<file path="src/rtl/cv32e40p_ft_pipe_stage.sv">
// Fault-tolerant two-entry pipeline stage (main + skid) with optional
// triple modular redundancy, per-cycle scrubbing and a saturating error counter.
module cv32e40p_ft_pipe_stage #(
    parameter int                    DATA_WIDTH    = 32,
    parameter int                    TMR           = 1,
    parameter int                    ERR_CNT_WIDTH = 8,
    parameter logic [DATA_WIDTH-1:0] RESET_VAL     = '0
) (
    input  logic                     clk,
    input  logic                     rst_n,
    input  logic                     flush_i,
    input  logic                     in_valid_i,
    output logic                     in_ready_o,
    input  logic [DATA_WIDTH-1:0]    in_data_i,
    output logic                     out_valid_o,
    input  logic                     out_ready_i,
    output logic [DATA_WIDTH-1:0]    out_data_o,
    output logic                     err_o,
    output logic [ERR_CNT_WIDTH-1:0] err_cnt_o,
    input  logic                     err_cnt_clr_i
);

    localparam int NCOPY = (TMR != 0) ? 3 : 1;

    logic [NCOPY-1:0]                 main_valid_q, main_valid_d;
    logic [NCOPY-1:0]                 skid_valid_q, skid_valid_d;
    logic [NCOPY-1:0][DATA_WIDTH-1:0] main_data_q, main_data_d;
    logic [NCOPY-1:0][DATA_WIDTH-1:0] skid_data_q, skid_data_d;
    logic [ERR_CNT_WIDTH-1:0]         err_cnt_q, err_cnt_d;

    // Voted views of every register; all decisions below use only these.
    logic                  main_valid_v, skid_valid_v;
    logic [DATA_WIDTH-1:0] main_data_v, skid_data_v;
    logic                  err_w;

    if (TMR != 0) begin : g_tmr
        assign main_valid_v = (main_valid_q[0] & main_valid_q[1]) |
                              (main_valid_q[0] & main_valid_q[2]) |
                              (main_valid_q[1] & main_valid_q[2]);
        assign skid_valid_v = (skid_valid_q[0] & skid_valid_q[1]) |
                              (skid_valid_q[0] & skid_valid_q[2]) |
                              (skid_valid_q[1] & skid_valid_q[2]);
        assign main_data_v  = (main_data_q[0] & main_data_q[1]) |
                              (main_data_q[0] & main_data_q[2]) |
                              (main_data_q[1] & main_data_q[2]);
        assign skid_data_v  = (skid_data_q[0] & skid_data_q[1]) |
                              (skid_data_q[0] & skid_data_q[2]) |
                              (skid_data_q[1] & skid_data_q[2]);
        assign err_w = |{main_valid_q ^ {NCOPY{main_valid_v}},
                         skid_valid_q ^ {NCOPY{skid_valid_v}},
                         main_data_q  ^ {NCOPY{main_data_v}},
                         skid_data_q  ^ {NCOPY{skid_data_v}}};
    end else begin : g_single
        assign main_valid_v = main_valid_q[0];
        assign skid_valid_v = skid_valid_q[0];
        assign main_data_v  = main_data_q[0];
        assign skid_data_v  = skid_data_q[0];
        assign err_w        = 1'b0;
    end

    logic accept, drain;
    logic n_main_valid, n_skid_valid;
    logic [DATA_WIDTH-1:0] n_main_data, n_skid_data;

    assign in_ready_o  = ~skid_valid_v;
    assign out_valid_o = main_valid_v;
    assign out_data_o  = main_data_v;
    assign err_o       = err_w;
    assign err_cnt_o   = err_cnt_q;
    assign accept      = in_valid_i & in_ready_o;
    assign drain       = out_valid_o & out_ready_i;

    // Next entry state from voted values; every copy is rewritten (scrubbed) each cycle.
    always_comb begin
        n_main_valid = main_valid_v;
        n_main_data  = main_data_v;
        n_skid_valid = skid_valid_v;
        n_skid_data  = skid_data_v;
        if (flush_i) begin
            n_main_valid = 1'b0;
            n_skid_valid = 1'b0;
        end else if (drain) begin
            if (skid_valid_v) begin
                n_main_valid = 1'b1;
                n_main_data  = skid_data_v;
                n_skid_valid = 1'b0;
            end else if (accept) begin
                n_main_valid = 1'b1;
                n_main_data  = in_data_i;
            end else begin
                n_main_valid = 1'b0;
            end
        end else if (accept) begin
            if (!main_valid_v) begin
                n_main_valid = 1'b1;
                n_main_data  = in_data_i;
            end else begin
                n_skid_valid = 1'b1;
                n_skid_data  = in_data_i;
            end
        end
        main_valid_d = {NCOPY{n_main_valid}};
        skid_valid_d = {NCOPY{n_skid_valid}};
        main_data_d  = {NCOPY{n_main_data}};
        skid_data_d  = {NCOPY{n_skid_data}};
    end

    // Saturating count of cycles with a copy mismatch; clear wins over increment.
    always_comb begin
        err_cnt_d = err_cnt_q;
        if (err_cnt_clr_i) begin
            err_cnt_d = '0;
        end else if (err_w && (err_cnt_q != {ERR_CNT_WIDTH{1'b1}})) begin
            err_cnt_d = err_cnt_q + 1'b1;
        end
    end

    // State registers with asynchronous active-low reset.
    always_ff @(posedge clk or negedge rst_n) begin
        if (!rst_n) begin
            main_valid_q <= '0;
            skid_valid_q <= '0;
            main_data_q  <= {NCOPY{RESET_VAL}};
            skid_data_q  <= {NCOPY{RESET_VAL}};
            err_cnt_q    <= '0;
        end else begin
            main_valid_q <= main_valid_d;
            skid_valid_q <= skid_valid_d;
            main_data_q  <= main_data_d;
            skid_data_q  <= skid_data_d;
            err_cnt_q    <= err_cnt_d;
        end
    end

endmodule

</file>
<file path="config.mk">
export PLATFORM = sky130hd
export DESIGN_NAME = cv32e40p_ft_pipe_stage
export DESIGN_NICKNAME = d
export VERILOG_FILES = /design/src/rtl/cv32e40p_ft_pipe_stage.sv
export SDC_FILE = /design/constraint.sdc
export NUM_CORES = 1
export LEC_CHECK = 0
export BUFFER_PORTS_ARGS = -buffer_cell sky130_fd_sc_hd__buf_2
export CORE_AREA = 2 2 107 109
export CTS_BUF_LIST = sky130_fd_sc_hd__clkbuf_2 sky130_fd_sc_hd__clkbuf_4 sky130_fd_sc_hd__clkbuf_8
export CTS_CLUSTER_DIAMETER = 50
export DETAILED_ROUTE_END_ITERATION = 16
export DIE_AREA = 0 0 109 111
export SLEW_MARGIN = 20
export SYNTH_ARGS = -nofsm -noshare
export SYNTH_HDL_FRONTEND = slang
export SYNTH_SLANG_ARGS = --single-unit
</file>
<file path="constraint.sdc">
create_clock -name clk -period 2.3 [get_ports clk]
set_clock_uncertainty 0.05 [all_clocks]
set_input_delay 0.23 -clock clk [delete_from_list [all_inputs] [get_ports clk]]
set_output_delay 0.23 -clock clk [all_outputs]
set_load 0.05 [all_outputs]
</file>
=== Yosys cells after proc, flatten, opt, wreduce, memory -nomap -nowiden ===
Cells that the tools add are included.

* Eq/ne operators: 1
* Shifts and indexed selects: 0
* Add/sub/neg operators: 1
* Reductions and logical operators: 3
* Bitwise operators: 23
* Divide/modulo/power cells: 0
* Multipliers: 0
* $lt $le $gt $ge: 0
* Mux-type cells: 21

{| class="wikitable"
|+ Operator list
! kind !! count
|-
| 32-bit 2-to-1 mux || 10
|-
| 198-bit OR reduction || 1
|-
| 96-bit XOR || 2
|-
| 32-bit OR || 4
|-
| 32-bit bitwise AND || 2
|-
| 8-bit 2-to-1 mux || 2
|-
| 1-bit 2-to-1 mux || 9
|-
| 8-bit by 1-bit adder with 8-bit output, second input constant || 1
|-
| 1-bit bitwise AND || 8
|-
| 8-bit inequality test, second input constant || 1
|-
| 3-bit XOR || 2
|-
| 1-bit OR || 4
|-
| 2-bit nonzero test || 1
|-
| 1-bit logical AND || 1
|-
| 1-bit NOT || 1
|}

* RAM bits: 0
* Register bits: 74
* Memory bits (read-only): 0
* Input bits: 38
* Memories kept: 0
* Word-level logic and storage cells: 54
* Bits in latches: 0

=== Depth between registers and ports, before layout ===
* Word-level depth: 9
* Gate-level depth with buffers: 6

=== Least setup slack after synthesis ===
Ideal clock, no wire load.

* Path type: register -> register
* Start point: reg, netlist name main_valid_q[0]
* End point: reg main_data_q[72] (netlist bit)
* Setup time: 0.125 ns
* Data arrival time: 1.876 ns
* Setup slack: 0.249 ns
* Stages on the path, launching flop included: 6
* Period minus slack after synthesis: 2.051 ns
* Path through: dfrtp_1 > buf_6 > or2_4 > a211oi_4 > buf_6 > mux2_2

* Longest elaborated chain between the ends: 7
* Elaborated cells on any way between the ends: 10
* Classes of those cells: mux: 4; bitwise: 6

{| class="wikitable"
|+ RTL lines
! item !! line !! source
|-
| 1-bit bitwise AND || 37, 38, 39 ||
|-
| 1-bit OR || 37 || <nowiki>assign main_valid_v = (main_valid_q[0] & main_valid_q[1]) |</nowiki>
|-
| 1-bit OR (*) || 38 || <nowiki>(main_valid_q[0] & main_valid_q[2]) |</nowiki>
|-
| 32-bit 2-to-1 mux || 94 || <nowiki>if (!main_valid_v) begin</nowiki>
|-
| 32-bit 2-to-1 mux || 93 || <nowiki>end else if (accept) begin</nowiki>
|-
| 32-bit 2-to-1 mux (*) || 82 || <nowiki>end else if (drain) begin</nowiki>
|-
| 32-bit 2-to-1 mux (*) || 79 || <nowiki>if (flush_i) begin</nowiki>
|-
| to (signal assigned) || 123 || <nowiki>main_data_q <= {NCOPY{RESET_VAL}};</nowiki>
|-
| to (signal assigned) || 129 || <nowiki>main_data_q <= main_data_d;</nowiki>
|-
| to (decl) || 27 || <nowiki>logic [NCOPY-1:0][DATA_WIDTH-1:0] main_data_q, main_data_d;</nowiki>
|}

Mark *: on every way between the ends. The rest lies on a longest branch, timed or not.
A chain may end at the register's enable or synchronous reset.

=== Worst setup path in the final report ===
* Start point: reg, netlist name skid_valid_q[0]
* End point: reg main_data_q[66] (netlist bit)

* Longest elaborated chain between the ends: 9
* Elaborated cells on any way between the ends: 12
* Classes of those cells: mux: 5; bitwise: 7

{| class="wikitable"
|+ RTL lines
! item !! line !! source
|-
| 1-bit bitwise AND || 40, 41, 42 ||
|-
| 1-bit OR || 40 || <nowiki>assign skid_valid_v = (skid_valid_q[0] & skid_valid_q[1]) |</nowiki>
|-
| 1-bit OR (*) || 41 || <nowiki>(skid_valid_q[0] & skid_valid_q[2]) |</nowiki>
|-
| 1-bit NOT || 65 || <nowiki>assign in_ready_o = ~skid_valid_v;</nowiki>
|-
| 1-bit bitwise AND || 70 || <nowiki>assign accept = in_valid_i & in_ready_o;</nowiki>
|-
| 32-bit 2-to-1 mux || 87 || <nowiki>end else if (accept) begin</nowiki>
|-
| 32-bit 2-to-1 mux || 83 || <nowiki>if (skid_valid_v) begin</nowiki>
|-
| 32-bit 2-to-1 mux (*) || 82 ||
|-
| 32-bit 2-to-1 mux (*) || 79 ||
|}

Marked as above.

==> Flow_metrics.wiki <==
{| class="wikitable"
! Metric !! Value
|-
| Status || finished clean
|-
| Detailed-routing wirelength on met1 || 2739 um
|-
| Critical path start-end classification || reg -> reg
|-
| TritonCTS clock tree || yes
|-
| Data arrival time at the worst-slack endpoint || 2.19 ns
|-
| Nature of the critical path startpoint || flip-flop
|-
| Cell count after placement || 420
|-
| Launch point of the worst hold path || in_data_i[17]
|-
| Routed wire per std cell || 14.57 um
|-
| Post-CTS Hold Buffers || 1
|-
| Clock root buffer master || sky130_fd_sc_hd__clkbuf_8
|-
| Post-DP HPWL || 4298 um
|-
| Share of total power in combinational logic || 27.1%
|-
| Row count || 39
|-
| First-pass GRT wire length || 10140 um
|-
| Die Span Y || 111 um
|-
| Insertion delay to the later sink of the worst-skew pair || 0.34 ns
|-
| Sequential fraction of the synthesis area || 59.53%
|-
| Tightest Pin Transition || 0.9369 ns
|-
| Cell count after synthesis || 208
|-
| Count of nets after finishing || 327
|-
| Overall track demand over capacity in global routing || 11.22%
|-
| Worst max-slew margin expressed relative to the limit || 37.54%
|-
| Met2 layer wire length in the routed design || 3222 um
|-
| Critical Path Source || skid_valid_q[0]
|-
| Share of final-layout standard cells stronger than drive strength 1 || 56.66%
|-
| Portion of total power attributed to sequential cells || 48.4%
|-
| Proportion of synthesized flip-flops having asynchronous set or reset || 100.0%
|-
| Max Buffers Root-to-Sink || 2
|-
| Via-to-Cell Ratio || 4.482
|-
| Number of iterations in the first detailed-routing pass || 4
|-
| Reg2reg setup slack || 0.35 ns
|-
| Portion of synthesized cell area occupied by the leading cell type || 59.53%
|-
| Top-count cell post-synth || sky130_fd_sc_hd__dfrtp_1
|-
| Largest cells by area after synthesis || sky130_fd_sc_hd__dfrtp_1 60%, sky130_fd_sc_hd__mux2_2 22%, sky130_fd_sc_hd__a22o_1 7.9%, sky130_fd_sc_hd__buf_6 1.8%, sky130_fd_sc_hd__nor2b_1 1.8%
|-
| Pin count of the biggest net entering global routing || 75
|-
| Initial detailed-routing violation count || 71
|-
| Syn Nets || 246
|-
| Flip-flop and latch count after synthesis || 74
|-
| Synth cell count leaders || 74 x sky130_fd_sc_hd__dfrtp_1, 62 x sky130_fd_sc_hd__mux2_2, 28 x sky130_fd_sc_hd__a22o_1
|-
| Number of flops mapped to enable cells by yosys || 0
|-
| RSZ-0062 raised after global routing || false
|-
| Primary FF master, synth || sky130_fd_sc_hd__dfrtp_1
|-
| Highest Signal Layer || met4
|-
| Final Cycle Share || 84.98%
|-
| Switching fraction of total power || 33.96%
|-
| MaxCap Viol Count || 0
|-
| Placer congestion estimate || 0.6740
|-
| Final period demand of the worst path || 1.955 ns
|-
| Number of ports placed on the die boundary || 81
|-
| Post-synthesis instance area || 3110 um2
|-
| Synth warnings || 0
|-
| Share of total power in the clock network || 24.5%
|-
| Worst hold endpoint || skid_data_q[81]
|-
| Starting density of the core || 28.08%
|-
| Area delta synth->final || 22.77%
|-
| Die X-Extent || 109 um
|-
| Power Internal || 2.319 mW
|-
| GR Overflow Total || 0
|-
| H-tree lvl count || 3
|-
| PwrDens || 919.6 nW/um2
|-
| Clock edge transition at the registers on the reported setup and hold paths || 0.08 ns
|-
| Fmax || 511.6 MHz
|-
| Die Outline Area || 12100 um2
|-
| Maximum fanout along the worst path || 18
|-
| Number of inserted diodes || 0
|-
| Antenna-violating nets left || 0
|-
| Quantity of gates resized following cts || 0
|-
| Worst flop-to-flop path startpoint || skid_valid_q[0]
|-
| Leading area contributor after synthesis || sky130_fd_sc_hd__dfrtp_1
|-
| Leakage power figure || 1.863 nW
|-
| Count of endpoints failing hold in the final timing report || 0
|-
| Post-synth cell types || 21
|-
| Worst hold path type || in -> reg
|-
| Number of global-route vias before repair || 2029
|-
| Final Instance Count excl. Fillers || 436
|-
| Overall via count from detail_route || 1954
|-
| Worst VDD drop || 0.0002878 V
|-
| Area of the core || 11080 um2
|-
| Worst Hold Slack || 0.07635 ns
|-
| Buffers on Ports || 79
|-
| Number of antenna violations at the first check in global routing || 0
|-
| Number of cell instances on the worst register-to-register path || 4
|-
| Max-slew violation count || 0
|-
| Worst Path Required || 2.54 ns
|-
| Critical register-to-register path endpoint || main_data_q[66]
|-
| Postcts setup bufs || 0
|-
| Met3 wire length || 313 um
|-
| Power dissipated by switching net loads || 1.193 mW
|-
| Final wirelength || 6354 um
|-
| Endpoint kind of the worst setup timing path || flip-flop
|-
| CTS Sinks || 74
|-
| Number of cells on the worst hold path || 2
|-
| Total negative slack || 0 ns
|-
| Post-route DRC violation count || 0
|-
| Mean post-synth cell area || 14.95 um2
|-
| Final setup violation count || 0
|-
| Total CTS buffers || 9
|}
## state kept, by name, summed over array words and instances (netlist names)
signal        cells
skid_valid_q      1
skid_data_q      32
err_cnt_o         8
main_valid_q      1
main_data_q      32
## metal layers
layer,vias up,global-route usage (%)
li1,919,-
met1,977,13.08
met2,51,18.47
met3,7,3.351
met4,0,5.641
met5,-,0
## worst max-delay path by stage
| stage | cells after the start | slack [ns] | end |
|---|---|---|---|
| 3_5_place_dp | 4 | 0.33 | main_data_q[66] |
| 2_1_floorplan | 5 | 0.25 | main_data_q[72] |
| 4_1_cts | 4 | 0.32 | main_data_q[66] |
| 6_report | 4 | 0.35 | main_data_q[66] |
| 5_1_grt | 4 | 0.22 | main_data_q[66] |
| 3_3_place_gp | 4 | 0.34 | main_data_q[66] |
## cells in the final DEF (no fill, tap or decap), types with 2 or more instances in the layout
cell	synthesis	routed
sky130_fd_sc_hd__buf_4	1	6
sky130_fd_sc_hd__nor2b_1	9	8
sky130_fd_sc_hd__a22o_1	28	28
sky130_fd_sc_hd__mux2_2	62	62
sky130_fd_sc_hd__buf_2	4	78
sky130_fd_sc_hd__dfrtp_1	74	74
sky130_fd_sc_hd__clkbuf_4	0	2
sky130_fd_sc_hd__a32o_1	4	4
sky130_fd_sc_hd__nand2_1	2	2
sky130_fd_sc_hd__clkbuf_8	0	9
sky130_fd_sc_hd__mux2_1	2	2
sky130_fd_sc_hd__clkinv_2	0	4
sky130_fd_sc_hd__nor2_1	2	2
## power groups by stage
stage	registers (mW)	logic (mW)	clock network [mW]
floorplan	2.09	0.346	0
global placement	1.72	0.949	0
detailed placement	1.73	0.964	0
CTS	1.70	0.967	0.904
global route	1.74	1.01	0.963
finish	1.70	0.952	0.859
## critical path, cell delays in order (launching register included)
cell and delay (ns):
sky130_fd_sc_hd__dfrtp_1 0.52, sky130_fd_sc_hd__nor2b_2 0.65, sky130_fd_sc_hd__buf_4 0.36, sky130_fd_sc_hd__a32o_1 0.17
sky130_fd_sc_hd__mux2_2 0.15
## metrics by stage
stage / utilization (%) / worst slack (ns) / total power, mW / instance area [um2]
after floorplan: - / 0.2495 / 2.435 / 3110
after global placement: 32.95 / 0.3400 / 2.669 / 3650
after detailed placement: 32.95 / 0.3340 / 2.694 / 3650
after CTS: 34.47 / 0.3185 / 3.576 / 3819
after global routing: 34.47 / 0.2168 / 3.712 / 3819
final: 34.47 / 0.3454 / 3.512 / 3819
## cell type report
cell class	count	area (um2)
clock buffer	11	138.9
clock inverter	4	20.02
fill	1082	7258
inverter	1	3.754
multi-input combinational	117	1160
sequential	74	1852
tap	143	178.9
timing repair buffer	86	465.4
## cell families (layout without fill, tap and decap cells)
logic type | after synthesis | after routing | synth area share, %
AOI/OAI and AO/OA | 35 | 35 | 10.26
buffers and inverters | 17 | 102 | 3.540
other | 1 | 1 | 0.1206
DFF | 74 | 74 | 59.53
and+or+nand+nor | 17 | 17 | 3.379
muxes | 64 | 64 | 23.17
Power figures use the tool's default switching activity.
